<file path="src/rtl/sram_arb_pkg.sv">
// Shared widths and tag types for the pattern-SRAM read arbiter.
package sram_arb_pkg;

  localparam int SLICE_W = 48;
  localparam int ADDR_W  = 8;
  localparam int DATA_W  = 5 * SLICE_W;

  typedef enum logic {
    CH1 = 1'b0,
    CH2 = 1'b1
  } chan_id_t;

  typedef struct packed {
    logic     valid;
    chan_id_t id;
  } arb_tag_t;

  function automatic chan_id_t other_chan(chan_id_t c);
    return (c == CH1) ? CH2 : CH1;
  endfunction

endpackage

</file>
<file path="src/rtl/sram_read_arbiter_if.sv">
// Engine-side request/return signals plus the SRAM read port, seen by the arbiter as slave.
interface sram_read_arbiter_if #(
  parameter int ADDR_W = sram_arb_pkg::ADDR_W,
  parameter int DATA_W = sram_arb_pkg::DATA_W
);
  logic              req1;
  logic              req2;
  logic [ADDR_W-1:0] addr1;
  logic [ADDR_W-1:0] addr2;
  logic              rvalid1;
  logic              rvalid2;
  logic [DATA_W-1:0] rdata1;
  logic [DATA_W-1:0] rdata2;
  logic              sram_rd_en;
  logic [ADDR_W-1:0] sram_addr;
  logic [DATA_W-1:0] sram_rdata;

  modport slave (
    input  req1, req2, addr1, addr2, sram_rdata,
    output rvalid1, rvalid2, rdata1, rdata2, sram_rd_en, sram_addr
  );

  modport master (
    output req1, req2, addr1, addr2, sram_rdata,
    input  rvalid1, rvalid2, rdata1, rdata2, sram_rd_en, sram_addr
  );
endinterface

</file>
<file path="src/rtl/arb_tag_pipe.sv">
// Ownership tag delay line; its output lines up with the SRAM data the tagged read returns.
module arb_tag_pipe
  import sram_arb_pkg::*;
#(
  parameter int DEPTH = 2
) (
  input  logic     clock,
  input  logic     reset,
  input  arb_tag_t i_tag,
  output arb_tag_t o_tag
);

  arb_tag_t r_pipe [DEPTH];

  always_ff @(posedge clock) begin
    if (reset) begin
      // NOTE: every stage is reset so reads in flight at reset can never return
      for (int i = 0; i < DEPTH; i++) begin
        r_pipe[i].valid <= 1'b0;
        r_pipe[i].id    <= CH1;
      end
    end else begin
      r_pipe[0] <= i_tag;
      for (int i = 1; i < DEPTH; i++) begin
        r_pipe[i] <= r_pipe[i-1];
      end
    end
  end

  assign o_tag = r_pipe[DEPTH-1];

endmodule

</file>
<file path="src/rtl/sram_read_arbiter.sv">
// Round-robin arbiter sharing the pattern SRAM read port between two match-engine channels.
module sram_read_arbiter #(
  parameter int READ_LATENCY = 1,
  parameter int ADDR_W       = sram_arb_pkg::ADDR_W,
  parameter int DATA_W       = sram_arb_pkg::DATA_W
) (
  input  logic               clock,
  input  logic               reset,
  sram_read_arbiter_if.slave bus
);
  import sram_arb_pkg::chan_id_t;
  import sram_arb_pkg::arb_tag_t;
  import sram_arb_pkg::CH1;
  import sram_arb_pkg::CH2;
  import sram_arb_pkg::other_chan;

  logic              r_busy1;
  logic              r_busy2;
  chan_id_t          r_prio;
  logic              r_rd_en;
  logic [ADDR_W-1:0] r_addr;
  logic              r_rvalid1;
  logic              r_rvalid2;
  logic [DATA_W-1:0] r_rdata1;
  logic [DATA_W-1:0] r_rdata2;

  logic     w_elig1;
  logic     w_elig2;
  logic     w_grant;
  chan_id_t w_gnt_id;
  arb_tag_t w_push;
  arb_tag_t w_ret;
  logic     w_ret1;
  logic     w_ret2;

  assign w_elig1 = bus.req1 & ~r_busy1;
  assign w_elig2 = bus.req2 & ~r_busy2;
  assign w_grant = w_elig1 | w_elig2;

  always_comb begin
    // NOTE: default assigned first so no path leaves w_gnt_id unassigned (no latch)
    w_gnt_id = CH1;
    if (w_elig1 && w_elig2) begin
      w_gnt_id = r_prio;
    end else if (w_elig2) begin
      w_gnt_id = CH2;
    end
  end

  assign w_push.valid = w_grant;
  assign w_push.id    = w_gnt_id;

  arb_tag_pipe #(
    .DEPTH (READ_LATENCY + 1)
  ) u_tag_pipe (
    .clock (clock),
    .reset (reset),
    .i_tag (w_push),
    .o_tag (w_ret)
  );

  assign w_ret1 = w_ret.valid && (w_ret.id == CH1);
  assign w_ret2 = w_ret.valid && (w_ret.id == CH2);

  always_ff @(posedge clock) begin
    if (reset) begin
      r_busy1   <= 1'b0;
      r_busy2   <= 1'b0;
      r_prio    <= CH1;
      r_rd_en   <= 1'b0;
      r_addr    <= '0;
      r_rvalid1 <= 1'b0;
      r_rvalid2 <= 1'b0;
      r_rdata1  <= '0;
      r_rdata2  <= '0;
    end else begin
      // NOTE: non-blocking so every register samples pre-edge values of its peers
      r_rd_en   <= w_grant;
      r_rvalid1 <= w_ret1;
      r_rvalid2 <= w_ret2;
      if (w_grant) begin
        r_addr <= (w_gnt_id == CH2) ? bus.addr2 : bus.addr1;
        r_prio <= other_chan(w_gnt_id);
      end
      if (w_ret1) r_rdata1 <= bus.sram_rdata;
      if (w_ret2) r_rdata2 <= bus.sram_rdata;
      // busy drops on the edge closing the rvalid cycle, so a held request re-arbitrates one cycle later
      if (w_grant && (w_gnt_id == CH1)) r_busy1 <= 1'b1;
      else if (r_rvalid1)               r_busy1 <= 1'b0;
      if (w_grant && (w_gnt_id == CH2)) r_busy2 <= 1'b1;
      else if (r_rvalid2)               r_busy2 <= 1'b0;
    end
  end

  assign bus.sram_rd_en = r_rd_en;
  assign bus.sram_addr  = r_addr;
  assign bus.rvalid1    = r_rvalid1;
  assign bus.rvalid2    = r_rvalid2;
  assign bus.rdata1     = r_rdata1;
  assign bus.rdata2     = r_rdata2;

endmodule

</file>
<file path="src/flat_wrapper.sv">
// flat-port wrapper written by rule: the top's interface ports become plain ports
module sram_read_arbiter_flat import sram_arb_pkg::chan_id_t; import sram_arb_pkg::arb_tag_t; import sram_arb_pkg::CH1; import sram_arb_pkg::CH2; import sram_arb_pkg::other_chan;
#(
  parameter int READ_LATENCY = 1,
  parameter int ADDR_W       = sram_arb_pkg::ADDR_W,
  parameter int DATA_W       = sram_arb_pkg::DATA_W
)
  (clock, reset, bus_req1, bus_req2, bus_addr1, bus_addr2, bus_sram_rdata, bus_rvalid1, bus_rvalid2, bus_rdata1, bus_rdata2, bus_sram_rd_en, bus_sram_addr);
  sram_read_arbiter_if #(.ADDR_W(ADDR_W), .DATA_W(DATA_W)) bus_i ();
  input  logic clock;
  input  logic reset;
  input wire logic [$bits(bus_i.req1)-1:0] bus_req1;
  input wire logic [$bits(bus_i.req2)-1:0] bus_req2;
  input wire logic [$bits(bus_i.addr1)-1:0] bus_addr1;
  input wire logic [$bits(bus_i.addr2)-1:0] bus_addr2;
  input wire logic [$bits(bus_i.sram_rdata)-1:0] bus_sram_rdata;
  output wire logic [$bits(bus_i.rvalid1)-1:0] bus_rvalid1;
  output wire logic [$bits(bus_i.rvalid2)-1:0] bus_rvalid2;
  output wire logic [$bits(bus_i.rdata1)-1:0] bus_rdata1;
  output wire logic [$bits(bus_i.rdata2)-1:0] bus_rdata2;
  output wire logic [$bits(bus_i.sram_rd_en)-1:0] bus_sram_rd_en;
  output wire logic [$bits(bus_i.sram_addr)-1:0] bus_sram_addr;
  assign bus_i.req1 = bus_req1;
  assign bus_i.req2 = bus_req2;
  assign bus_i.addr1 = bus_addr1;
  assign bus_i.addr2 = bus_addr2;
  assign bus_i.sram_rdata = bus_sram_rdata;
  assign bus_rvalid1 = bus_i.rvalid1;
  assign bus_rvalid2 = bus_i.rvalid2;
  assign bus_rdata1 = bus_i.rdata1;
  assign bus_rdata2 = bus_i.rdata2;
  assign bus_sram_rd_en = bus_i.sram_rd_en;
  assign bus_sram_addr = bus_i.sram_addr;
  sram_read_arbiter #(.READ_LATENCY(READ_LATENCY), .ADDR_W(ADDR_W), .DATA_W(DATA_W)) u_core (.clock(clock), .reset(reset), .bus(bus_i));
endmodule
</file>
<file path="config.mk">
export PLATFORM = sky130hd
export DESIGN_NAME = sram_read_arbiter_flat
export DESIGN_NICKNAME = d
export VERILOG_FILES = /design/src/rtl/sram_arb_pkg.sv /design/src/rtl/sram_read_arbiter_if.sv /design/src/rtl/arb_tag_pipe.sv /design/src/rtl/sram_read_arbiter.sv /design/src/flat_wrapper.sv
export SDC_FILE = /design/constraint.sdc
export NUM_CORES = 1
export LEC_CHECK = 0
export BUFFER_PORTS_ARGS = -buffer_cell sky130_fd_sc_hd__buf_4
export CAP_MARGIN = 20
export CORE_AREA = 5 5 286 288
export CTS_BUF_LIST = sky130_fd_sc_hd__clkbuf_4
export CTS_CLUSTER_SIZE = 40
export DETAILED_ROUTE_END_ITERATION = 10
export DIE_AREA = 0 0 291 293
export REMOVE_ABC_BUFFERS = 1
export SLEW_MARGIN = 20
export SYNTH_ARGS = -nofsm -noshare
export SYNTH_HDL_FRONTEND = slang
export SYNTH_SLANG_ARGS = --single-unit
</file>
<file path="constraint.sdc">
create_clock -name clock -period 1.5 [get_ports clock]
set_input_delay 0.3 -clock clock [delete_from_list [all_inputs] [get_ports clock]]
set_output_delay 0.3 -clock clock [all_outputs]
set_load 0.005 [all_outputs]
</file>
[Yosys cells after proc, flatten, opt, wreduce, memory -nomap -nowiden]
Memory sizes are Yosys's and may differ from the RTL's.
Index checks and enable logic that the tools add are counted.
Widths: inputs -> output; s select.
Storage, ports and cells
  memories kept: 1
  flip-flop bits (word level): 494
  bits of input ports: 260
  word-level logic and storage cells: 39
  bits in writable memories: 4
  output and inout bits: 491
Cells by class
  mux-type cells: 13
  reduce and logical (&&, ||, !) cells: 7
  bitwise operators: 9
Memories
  u_core.u_tag_pipe.r_pipe: depth 2, bits a word 2, read ports 2, clocked after Yosys merged registers in 0, write ports 2, line arb_tag_pipe.sv:13  | arb_tag_t r_pipe [DEPTH];
Operator list (number)
  $mux 1: 10
  $mux 8: 1
  $logic_and 1x1->1: 5
  $mux 2: 2
  $not 1->1: 4
  $reduce_bool 2->1: 2
  $or 1x1->1: 3
  $and 1x1->1: 2

[Depth between registers and ports, before layout]
  depth in word-level cells: 7
  mapped depth: 6
  mapped depth without buffers: 3

[Cells and area by module]
Synthesis repeated with hierarchy kept, for this count alone.
Unflattened totals
  cell total of the unflattened synthesis: 2164
  area total of the unflattened synthesis: 17088.9 um^2
Modules (own cells, without submodules)
  sram_read_arbiter: area an instance 16983.8 um^2, cells an instance 2156, times used 1
  arb_tag_pipe: area an instance 105.1 um^2, cells an instance 8, times used 1

[Least setup slack after synthesis]
Ideal clock, no wire load.
  kind: reg-to-reg
  start: register u_core.r_prio
  end: register u_core.r_addr[0] (netlist: u_core.bus.sram_addr[0])
  period minus slack after synthesis: 1414 ps
  stages on the path, launching flop included: 6
  arrival: 1294 ps
  setup slack: 86 ps
  cell sequence: dfxtp_1 buf_6 or3b_4 buf_6 and4b_1 a211o_1
Between the ends
  word-level cells in the longest chain between the ends: 2
Ends and longest elaborated chain
  start: declaration: line sram_read_arbiter.sv:19  | chan_id_t r_prio;
  start signal: assignment: line sram_read_arbiter.sv:83  | r_prio <= other_chan(w_gnt_id);
  $mux 1: line sram_read_arbiter.sv:43  | if (w_elig1 && w_elig2) begin
  $mux 8: line sram_read_arbiter.sv:82  | r_addr <= (w_gnt_id == CH2) ? bus.addr2 : bus.addr1;
  end signal: assignment: line sram_read_arbiter.sv:82
  end: declaration: line sram_read_arbiter.sv:21  | logic [ADDR_W-1:0] r_addr;
No other way between the ends.
A chain may end at the register's enable or synchronous reset.

[Final worst setup path]
  start: register u_core.r_rdata1[153] (netlist: u_core.bus.rdata1[153])
  end: output bus_rdata1[153]
RTL lines
  start: declaration: line sram_read_arbiter.sv:24  | logic [DATA_W-1:0] r_rdata1;
  start signal: assignment: line sram_read_arbiter.sv:85  | if (w_ret1) r_rdata1 <= bus.sram_rdata;
  end: declaration: line flat_wrapper.sv:19  | output wire logic [$bits(bus_i.rdata1)-1:0] bus_rdata1;
No word-level cell between the ends.

==> results list <==
- Number of max-slew violations in the final report: 0
- Dominant synthesized flop cell: dfxtp_1
- Maximum cell stage delay along the critical path: roughly 360 ps
- The initial utilization of the core area, before any placement, comes to about 22%.
- Share of flip-flops with an asynchronous set or reset: 0%
* Final Worst Setup Slack: -165 ps
- The congestion estimate from routability-driven global placement came to 0.846.
- Portion of total power attributed to the clock network: between 40% and 50%
* IR drop worst, VDD: around 0.00067 V
- Power density over the cells: between 900 and 1000 mW/mm^2
- The tool flagged a number of max-cap violations equal to 0.
- Average wire per cell in the routed design: 16.5 um
- Broken down by cell family, the worst path's largest delay share belongs to flip-flops.
* Number of distinct library cells after synthesis: 20
* Final Util: roughly two fifths
* Worst clock skew: roughly 59 ps
- Number of synthesized register bits: between 400 and 500
* Critical Path RT: 1200 ps
- Final instance area: around 0.032 mm^2
- Prior to clock tree synthesis, the placed netlist has a worst setup slack of between 30 and 40 ps.
- For this design, the slowest cell found on the critical path is dfxtp_4.
- The via count of the first global-routing pass was a little under 20000.
- Run status: finished with violations
- Cells with a size suffix above 1 make up between 40 and 50% of the layout.
- Clock tree synthesis selected as its root buffer the cell clkbuf_4.
* Net switching share of the total power: between 20% and 30%
* CP Max Fanout: 2
* Post-route DRC: 0
- In the synthesized netlist, the number of instances is approximately 2200.
- Entering global routing, the biggest net connects approximately 70 pins.
- Clock edge transition at the registers on the reported setup and hold paths: approximately 60 ps
* Non-filler instance count after layout: 4466
- Total gr overflow: 0
- Endpoints failing setup: between 400 and 500
* Number of clock sinks seen by CTS: roughly 500
* Num rows: 103
- TritonCTS Buffers: 141
- Placed Area: around 0.025 mm^2
- In this run the vertical extent of the chip is 293 um.
* Violation count after the first detailed-route iteration: approximately 740
- Cell breakdown of the critical path: buf_6
- Global routing used ~16% of the available tracks across all layers.
* Net count, final: between 3000 and 4000
- Unrepaired setup endpoints after global routing: true
- The region available for standard cell placement spans 0.0786 mm^2.
- Cell Area, Synth: about 0.017 mm^2
- The tightest hold path in the finished design has a slack of ~210 ps.
- Adding up every negative setup slack in the final design gives -51630 ps.
* CTS tree: done
- Clock insertion delay at the later pin of the skew report: 900 ps
- Share of total power in sequential cells: about 44%
- Area enclosed by the die boundary: between 0.08 and 0.09 mm^2
- Subtracting the final worst setup slack from the clock period gives approximately 1700 ps.
- Leakage dissipation: approximately 13 nW
- The count of buffers added on input and output ports is between 700 and 800.
* Highest attainable clock frequency: approximately 600 MHz
- 751 I/O pins were placed.
- Share of the clock period used by the worst path after layout: 111%
* Number of detailed-route iterations in the first pass: 5
- After layout, the design draws a total of between 30 and 40 mW.
- Antenna violations before repair: 1
- Critical Path AT: 1360 ps
- Leaving out fill and tap cells, the most frequent cell in the layout is nand2_1.
- In the layout the commonest cells are nand2_1, buf_6, dfxtp_2.
- In this run the power spent charging and discharging nets is ~8 mW.
* Buffer and inverter count on the worst path: 1
- Headroom to the max-slew limit came out at around 70%.
- After synthesis, the mean cell area works out to roughly 8 um^2.
* First-pass GRT wire length: between 100000 and 150000 um
- Relative contribution of combinational cells to total power: about an eighth
- H-tree levels: 4
- Number of placed instances, taps included: roughly 3900
* Routed Wire Length: 73600 um
* Routed via count: just under 20000
- HPWL after detailed placement: 50500 um
- Internal power comes to approximately 23 mW.
- The checks that failed: negative setup slack.
- The worst hold path belongs to the class input pin to flip-flop.
- The clock passes through at most 3 buffers.
* Filler cells: 7656
- STA classifies the critical path endpoint as a primary output.
- The setup path with the least slack is of type flip-flop to primary output.
- Number of synthesized flops with an enable pin: 0
* Slew of the pin with the lowest slew margin: about 440 ps
- Antenna viol nets, final: 0
- Critical path launch point type: flip-flop
* Share of the yosys chip area belonging to registers: approximately three fifths
- The die is 291 um wide.
- For this run, the number of Yosys warnings is 0.
- The final hold violation count was 0.
* Via-per-instance ratio: about 4.3
- From synthesis to final layout, the design area changed by 87.6%.
[worst min-delay path: stages]
cell           delay [ps]
dlygate4sd3_1         540
buf_4                 140
nand2_1                40
a21oi_1                50
[power groups by stage]
stage | Sequential [mW] | Clock (mW) | Combinational (mW)
6_report | 13.9 | 13.8 | 3.71
5_1_grt | 14.0 | 15.0 | 3.98
4_1_cts | 13.9 | 14.3 | 3.66
3_5_place_dp | 14.1 | 0 | 2.84
3_3_place_gp | 14.1 | 0 | 2.84
2_1_floorplan | 14.1 | 0 | 0.805
[Yosys cell counts (2+ instances only)]
library cell	number	area, um^2
buf_2	68	340
inv_1	8	30.0
dfxtp_1	497	9950
nor2_1	5	18.8
buf_1	7	26.3
and4b_1	8	80.1
nand2b_1	3	18.8
nand2_1	962	3610
a2111oi_0	8	70.1
nor2b_1	5	31.3
buf_6	2	22.5
a211o_1	8	70.1
clkbuf_1	90	338
a21oi_1	481	2410
[cell type report]
class	instances	area, um^2	share of cell area (%)
repair buffers	1171	11700	36.6
inverters	8	30.0	0.0938
well taps	1050	1310	4.10
flip-flops and latches	497	10600	33.1
diodes	1	2.50	0.00782
clock buffers	214	1610	5.02
clock inverters	39	365	1.14
multi-input cells	1486	6390	20.0
[final timing paths]
check / slack (ps) / to / depth (start not counted) / start
setup reg to reg: 110 / u_core.bus.rdata1[221]$_SDFFE_PP0P_ / 5 / u_core.u_tag_pipe.r_pipe[1][1]$_SDFF_PP0_
hold reg to reg: 440 / u_core.u_tag_pipe.r_pipe[1][0]$_SDFF_PP0_ / 1 / u_core.u_tag_pipe.r_pipe[0][0]$_SDFF_PP0_
setup / recovery: -160 / bus_rdata1[153] / 1 / u_core.bus.rdata1[153]$_SDFFE_PP0P_
hold / removal: 210 / u_core.bus.rdata2[1]$_SDFFE_PP0P_ / 4 / bus_sram_rdata[1]
[routing by layer]
| layer | wire length (um) | share of wire [%] | track usage (%) | vias up |
|---|---|---|---|---|
| met5 | 0 | 0 | 0 | - |
| met4 | 4150 | 5.6 | 9.59 | 0 |
| met3 | 6130 | 8.3 | 6.04 | 238 |
| met2 | 35700 | 49 | 27.4 | 833 |
| met1 | 27500 | 37 | 17.3 | 8896 |
| li1 | - | - | - | 9331 |
[sequential cells by signal, indices dropped and copies added, names as in the netlist]
| signal | cells |
|---|---|
| u_core.bus.rdata1 | 240 |
| u_core.bus.rdata2 | 240 |
| u_core.bus.rvalid1 | 1 |
| u_core.bus.rvalid2 | 1 |
| u_core.bus.sram_addr | 8 |
| u_core.bus.sram_rd_en | 1 |
| u_core.r_busy1 | 1 |
| u_core.r_busy2 | 1 |
| u_core.r_prio | 1 |
| u_core.u_tag_pipe.r_pipe | 3 |
[what timing repair did]
| item | CTS | global route |
|---|---|---|
| endpoints found under the hold margin | 497 | 0 |
| cloned | 0 | 0 |
| resized for setup | 986 | 6 |
| hold buffers | 263 | 0 |
| buffers inserted | 9 | 35 |
| endpoints found under the setup margin | 491 | 522 |
[cells by family (layout without fill, tap and decap cells)]
group / Yosys count / in the layout / synth area share [%]
simple gates: 986 / 986 / 22.2
flops: 497 / 497 / 58.3
other cells: 0 / 1 / 0
compound gates: 500 / 500 / 15.1
buf+inv: 175 / 1432 / 4.44
Note: power is estimated with default switching activity, not from simulation.
